File: src/rtl/gshare_predictor.sv
// gshare conditional-branch predictor: global history register, pattern
// history table of saturating counters, speculative history update at fetch,
// history repair and counter training at commit, post-reset table sweep.
module gshare_predictor #(
    parameter int unsigned      IDX_W      = 8,
    parameter int unsigned      CTR_W      = 2,
    parameter logic [CTR_W-1:0] INIT_STATE = {1'b1, {(CTR_W-1){1'b0}}}
) (
    input  logic             clk,
    input  logic             reset,

    // fetch request
    input  logic             fetchValid,
    input  logic [IDX_W-1:0] fetchPC,

    // prediction to fetch
    output logic             ready,
    output logic             predictValid,
    output logic             predictTaken,
    output logic [IDX_W-1:0] predictIndex,
    output logic [CTR_W-1:0] predictState,
    output logic [IDX_W-1:0] predictHistory,

    // commit-time update from the ROB
    input  logic             commitValid,
    input  logic [IDX_W-1:0] commitIndex,
    input  logic [CTR_W-1:0] commitState,
    input  logic [IDX_W-1:0] commitHistory,
    input  logic             commitTaken,
    input  logic             mispredict
);

    localparam int unsigned DEPTH = 1 << IDX_W;

    typedef enum logic {
        S_INIT = 1'b0,
        S_RUN  = 1'b1
    } state_t;

    state_t           state_q;
    state_t           state_d;
    logic [IDX_W-1:0] sweep_q;
    logic [IDX_W-1:0] sweep_d;
    logic [IDX_W-1:0] ghr_q;

    logic [CTR_W-1:0] pht [DEPTH];

    logic             run;
    logic             squash;
    logic             fetch_fire;
    logic             repair;
    logic [IDX_W-1:0] idx;
    logic [CTR_W-1:0] sat_val;
    logic             bypass;
    logic [CTR_W-1:0] rd_state;

    logic             wr_en;
    logic [IDX_W-1:0] wr_idx;
    logic [CTR_W-1:0] wr_data;

    // The repaired history drops the oldest bit of the committed history.
    logic             unused_hist_msb;
    assign unused_hist_msb = commitHistory[IDX_W-1];

    // Qualifiers for this cycle's fetch and repair.
    always_comb begin
        run        = (state_q == S_RUN);
        squash     = commitValid & mispredict;
        fetch_fire = run & fetchValid & ~squash;
        repair     = run & squash;
        idx        = fetchPC ^ ghr_q;
    end

    // Saturating increment/decrement of the counter carried through the ROB.
    always_comb begin
        sat_val = commitState;
        if (commitTaken) begin
            if (commitState != {CTR_W{1'b1}}) begin
                sat_val = commitState + CTR_W'(1);
            end
        end else begin
            if (commitState != {CTR_W{1'b0}}) begin
                sat_val = commitState - CTR_W'(1);
            end
        end
    end

    // Write-first read: a same-cycle commit to the fetched entry is forwarded.
    always_comb begin
        bypass   = run & commitValid & (commitIndex == idx);
        rd_state = bypass ? sat_val : pht[idx];
    end

    // FSM next state and PHT write port selection (sweep vs. commit).
    always_comb begin
        state_d = state_q;
        sweep_d = sweep_q;
        wr_en   = 1'b0;
        wr_idx  = commitIndex;
        wr_data = sat_val;
        case (state_q)
            S_INIT: begin
                wr_en   = 1'b1;
                wr_idx  = sweep_q;
                wr_data = INIT_STATE;
                sweep_d = sweep_q + IDX_W'(1);
                if (sweep_q == {IDX_W{1'b1}}) begin
                    state_d = S_RUN;
                end
            end
            S_RUN: begin
                wr_en = commitValid;
            end
            default: begin
                state_d = S_INIT;
            end
        endcase
    end

    // FSM state, sweep pointer and ready flag.
    always_ff @(posedge clk or posedge reset) begin
        if (reset) begin
            state_q <= S_INIT;
            sweep_q <= '0;
            ready   <= 1'b0;
        end else begin
            state_q <= state_d;
            sweep_q <= sweep_d;
            ready   <= (state_d == S_RUN);
        end
    end

    // PHT storage; contents are established by the sweep, not by reset.
    always_ff @(posedge clk) begin
        if (wr_en) begin
            pht[wr_idx] <= wr_data;
        end
    end

    // Global history: repair on mispredict, otherwise speculative shift on fetch.
    always_ff @(posedge clk or posedge reset) begin
        if (reset) begin
            ghr_q <= '0;
        end else if (repair) begin
            ghr_q <= {commitHistory[IDX_W-2:0], commitTaken};
        end else if (fetch_fire) begin
            ghr_q <= {ghr_q[IDX_W-2:0], rd_state[CTR_W-1]};
        end
    end

    // Registered prediction outputs; payload holds when no fetch fires.
    always_ff @(posedge clk or posedge reset) begin
        if (reset) begin
            predictValid   <= 1'b0;
            predictTaken   <= 1'b0;
            predictIndex   <= '0;
            predictState   <= '0;
            predictHistory <= '0;
        end else begin
            predictValid <= fetch_fire;
            if (fetch_fire) begin
                predictTaken   <= rd_state[CTR_W-1];
                predictIndex   <= idx;
                predictState   <= rd_state;
                predictHistory <= ghr_q;
            end
        end
    end

endmodule

File: config.mk
export PLATFORM = sky130hd
export DESIGN_NAME = gshare_predictor
export DESIGN_NICKNAME = d
export VERILOG_FILES = /design/src/rtl/gshare_predictor.sv
export SDC_FILE = /design/constraint.sdc
export NUM_CORES = 1
export LEC_CHECK = 0
export BUFFER_PORTS_ARGS = -buffer_cell sky130_fd_sc_hd__buf_4
export CAP_MARGIN = 10
export CELL_PAD_IN_SITES_DETAIL_PLACEMENT = 1
export CELL_PAD_IN_SITES_GLOBAL_PLACEMENT = 2
export CORE_MARGIN = 2
export CORE_UTILIZATION = 45
export CTS_CLUSTER_DIAMETER = 100
export CTS_CLUSTER_SIZE = 16
export DETAILED_ROUTE_END_ITERATION = 12
export MAX_ROUTING_LAYER = met4
export PLACE_DENSITY_LB_ADDON = 0.1
export RECOVER_POWER = 25
export SLEW_MARGIN = 10
export SYNTH_ARGS = -nofsm -noshare
export SYNTH_HDL_FRONTEND = slang
export SYNTH_SLANG_ARGS = --single-unit
File: constraint.sdc
create_clock -name clk -period 8.79 [get_ports clk]
set_input_delay 1.758 -clock clk [delete_from_list [all_inputs] [get_ports clk]]
set_output_delay 1.758 -clock clk [all_outputs]
set_load 0.05 [all_outputs]
==> summary.md <==
| Metric | Value |
|---|---|
| Distinct cell type count after synthesis | 46 |
| Reg2Reg Setup Slack | 3.37 ns |
| Wire length after detailed routing | 59810 um |
| Pins Over Slew Limit | between 200 and 300 |
| Placed Instances | 2026 |
| Post-synth top flop | sky130_fd_sc_hd__edfxtp_1 |
| Max-slew headroom | -236.9% |
| Count of buffers inserted at the top-level ports | 51 |
| Resized Gates After CTS | 0 |
| Sequential element share of the synthesized area | 72.29% |
| RR Endpoint | pht[197][1] |
| Worst min-delay path class | register to register |
| Startpoint Class | input port |
| Data arrival at the endpoint of the critical path | 5.84 ns |
| Reg-to-reg critical path startpoint | run |
| Critical path class | input port to register |
| Final count of hold timing violations | 0 |
| Slew @ Worst Pin | 5.053 ns |
| Worst path required time | 8.44 ns |
| Final Wtd Congestion | 0.7916 |
| Power density of the placed cells | between 150 and 200 nW/um^2 |
| Number of flip-flops and latches in the synthesized netlist | 548 |
| Synthesized area per cell | 16.61 um^2 |
| Violations in the final reports | capacitance limit, slew limit |
| Mapped cell area | 22510 um^2 |
| Number of nets in the synthesized netlist | about 1400 |
| Int Pwr | around 3.7 mW |
| First DRT Iteration DRCs | 1092 |
| Depth of the worst register-to-register path | 2 |
| Antenna violations before repair | 0 |
| Die area | between 50000 and 60000 um^2 |
| Number of design rule violations left after detail routing | 0 |
| Period utilisation layout | 70.45% |
| Std cell rows | about 80 |
| Outcome | finished, violations left |
| H-tree depth | 2 |
| Crit-path max FO | between 200 and 300 |
| Top achievable clock speed | between 0.15 and 0.2 GHz |
| Final setup violating endpoints | 0 |
| Net switching share of the total power | a little over a fifth |
| Clock Path Buffers | 3 |
| Peak supply drop | 0.1835 mV |
| Setup tns final | 0 ns |
| Clock network power share | 36.4% |
| Setup Buffers After CTS | 0 |
| Worst setup path startpoint | commitTaken |
| Overflow after GRT | 0 |
| All-Layer GR Usage | 24.87% |
| Antenna viol nets, final | 0 |
| CP endpoint | pht[197][1] |
| Vertical die dimension | around 230 um |
| CP peak stage delay | 3.25 ns |
| Post-CTS Hold Buffers | 0 |
| Cell count after synthesis | approximately 1400 |
| Root cell of the clock tree | sky130_fd_sc_hd__clkbuf_16 |
| Largest net degree at the start of global routing | 257 |
| Tot Pwr | around 4.7 mW |
| Core region area | 49150 um^2 |
| Proportion of register bits with asynchronous set or reset after synthesis | about 6.6% |
| Clock slew at the register clock pins of the worst setup and hold paths | 0.07 ns |
| Sequential cell fraction of total power | 59.7% |
| Worst-skew pair later-pin latency | 0.60 ns |
| Final cell count without fillers | 2076 |
| TritonCTS clock tree | yes |
| Number of enable-type register cells in the synthesized netlist | around 510 |
| Clock Skew | 0.02089 ns |
| Kind of end point of the critical path | register |
| Warning count from the yosys run | 0 |
| Vias per inst | 5.907 |
| Wire length of the first global-routing pass | just under 90000 um |
| Combinational fraction of design power | between 3 and 4% |
| Starting utilization of the core area | 45.80% |
| Via count of the first global-routing pass | 13050 |
| Total clock buffers created by CTS | 40 |
| Final HPWL from detailed placement | 35290 um |
| Die boundary width | 227.7 um |
| Slowest cell on the critical path | sky130_fd_sc_hd__clkbuf_2 |
| Number of vias in the routed layout | 12260 |
| Clock sink total | 548 |
| Cell-by-cell trace of the critical path | clkbuf_1 > a21oi_1 > o21ai_4 > clkbuf_2 |
| First-pass detailed-route iteration total | 7 |
| Routed wirelength normalized by instance count | a little under 30 um |
| IO Pins | 53 |
| Leakage power total | about 6.6 nW |
| Layout-stage area growth over the synthesis result | 10.35% |
| Switching power | between 0.9 and 1 mW |
| Number of max-cap violations | 2 |
| Share of post-route cells with drive strength above 1 | 19.56% |
| Fin crit period | 6.192 ns |
| Net count of the finished layout | 1437 |
| RSZ-0062 raised after global routing | no |
kinds of logic after synthesis:
logic type,count (synthesis),share of synthesized area (%)
flip-flops,548,72.29
buffers and inverters,100,2.045
XOR/XNOR,29,1.128
adder cells (fa/ha/maj),1,0.05557
AO/OA/AOI/OAI,113,3.607
multiplexers,140,13.40
AND/OR/NAND/NOR,424,7.470
cells in the mapped netlist, types with 2 or more instances:
master,n,share of area [%]
sky130_fd_sc_hd__buf_1,2,0.033
sky130_fd_sc_hd__xor2_1,7,0.27
sky130_fd_sc_hd__nand4_1,4,0.11
sky130_fd_sc_hd__xnor2_1,22,0.86
sky130_fd_sc_hd__a31oi_1,4,0.11
sky130_fd_sc_hd__mux2i_1,10,0.44
sky130_fd_sc_hd__o21ai_1,4,0.089
sky130_fd_sc_hd__a41o_1,2,0.089
sky130_fd_sc_hd__clkbuf_1,54,0.90
sky130_fd_sc_hd__a211oi_1,2,0.067
sky130_fd_sc_hd__nor4_1,4,0.11
sky130_fd_sc_hd__nand2b_1,6,0.17
sky130_fd_sc_hd__mux4_2,129,13
sky130_fd_sc_hd__o22ai_1,7,0.19
sky130_fd_sc_hd__o21ai_0,13,0.29
sky130_fd_sc_hd__a22o_1,8,0.31
sky130_fd_sc_hd__buf_2,14,0.31
sky130_fd_sc_hd__edfxtp_1,512,68
sky130_fd_sc_hd__a22oi_1,20,0.67
sky130_fd_sc_hd__and3_1,3,0.083
sky130_fd_sc_hd__nand3_1,14,0.31
sky130_fd_sc_hd__buf_6,5,0.25
sky130_fd_sc_hd__nor3_1,11,0.24
sky130_fd_sc_hd__a221oi_1,10,0.39
sky130_fd_sc_hd__a21oi_1,18,0.40
sky130_fd_sc_hd__buf_4,8,0.27
sky130_fd_sc_hd__inv_1,16,0.27
sky130_fd_sc_hd__a222oi_1,7,0.31
sky130_fd_sc_hd__nand2_1,106,1.8
sky130_fd_sc_hd__o32ai_1,11,0.43
sky130_fd_sc_hd__dfrtp_1,36,4.0
sky130_fd_sc_hd__nor2_1,272,4.5
worst min path at each step:
stage | from | endpoint | slack (ns) | cells after the start
2_1_floorplan | ghr_q[7] | predictHistory[7] | 0.48 | 2
3_3_place_gp | predictIndex[0] | predictIndex[0] | 0.46 | 2
3_5_place_dp | predictHistory[3] | predictHistory[3] | 0.47 | 2
4_1_cts | predictHistory[3] | predictHistory[3] | 0.49 | 2
5_1_grt | predictHistory[3] | predictHistory[3] | 0.50 | 2
6_report | predictHistory[2] | predictHistory[2] | 0.48 | 2
worst max-delay path: cells and delay by family:
kind	cells	cell delay, ns
compound gates	2	0.27
buf+inv	2	3.40
area by class of cell:
class                      instances  area, um^2
fill                            4572       24310
tap                              664       830.8
multi-input combinational        707        5907
clock buffer                      45        1020
timing repair buffer              90       679.4
inverter                          17       63.81
clock inverter                     4       63.81
antenna                            1       2.502
sequential                       548       16280
registers in the layout, summed over array words and instances (netlist names):
| signal | cells |
|---|---|
| run | 1 |
| predictIndex | 8 |
| predictTaken | 1 |
| predictHistory | 8 |
| predictValid | 1 |
| predictState | 1 |
| pht | 512 |
| sweep_q | 8 |
| ghr_q | 8 |
routing by layer:
| layer | vias up | wire (um) | GRT usage, % |
|---|---|---|---|
| met1 | 6542 | 25610 | 32.76 |
| met4 | 0 | 1736 | 7.822 |
| met2 | 293 | 29620 | 39.87 |
| li1 | 5324 | - | - |
| met5 | - | 0 | - |
| met3 | 104 | 2849 | 4.229 |
cell usage in the layout (no fill, tap or decap), types with 11 or more instances in the layout:
cell type / netlist / layout
sky130_fd_sc_hd__a21oi_1: 18 / 18
sky130_fd_sc_hd__a22oi_1: 20 / 20
sky130_fd_sc_hd__buf_4: 8 / 81
sky130_fd_sc_hd__clkbuf_16: 0 / 40
sky130_fd_sc_hd__dfrtp_1: 36 / 36
sky130_fd_sc_hd__edfxtp_1: 512 / 512
sky130_fd_sc_hd__inv_1: 16 / 16
sky130_fd_sc_hd__mux4_2: 129 / 129
sky130_fd_sc_hd__nand2_1: 106 / 103
sky130_fd_sc_hd__nand3_1: 14 / 14
sky130_fd_sc_hd__nor2_1: 272 / 268
sky130_fd_sc_hd__nor3_1: 11 / 11
sky130_fd_sc_hd__o21ai_0: 13 / 12
sky130_fd_sc_hd__o32ai_1: 11 / 11
sky130_fd_sc_hd__xnor2_1: 22 / 19
per-stage QoR:
stage	instance area [um^2]	utilization (%)	worst slack [ns]	hold WS (ns)
finish	24840	50.54	2.598	0.4778
global route	24840	50.54	2.129	0.5027
CTS	24870	50.60	4.094	0.4851
detailed placement	23790	48.40	3.484	0.4664
global placement	23790	48.40	3.499	0.4644
floorplan	22520	-	2.375	0.4827
power by group through the flow:
stage	combinational (mW)	sequential, mW	clock [mW]
floorplan	0.112	2.86	0
global placement	0.185	2.86	0
detailed placement	0.186	2.86	0
CTS	0.186	2.81	1.75
global route	0.195	2.80	1.82
finish	0.183	2.81	1.71
No activity file was read; power rests on OpenSTA's default activity.
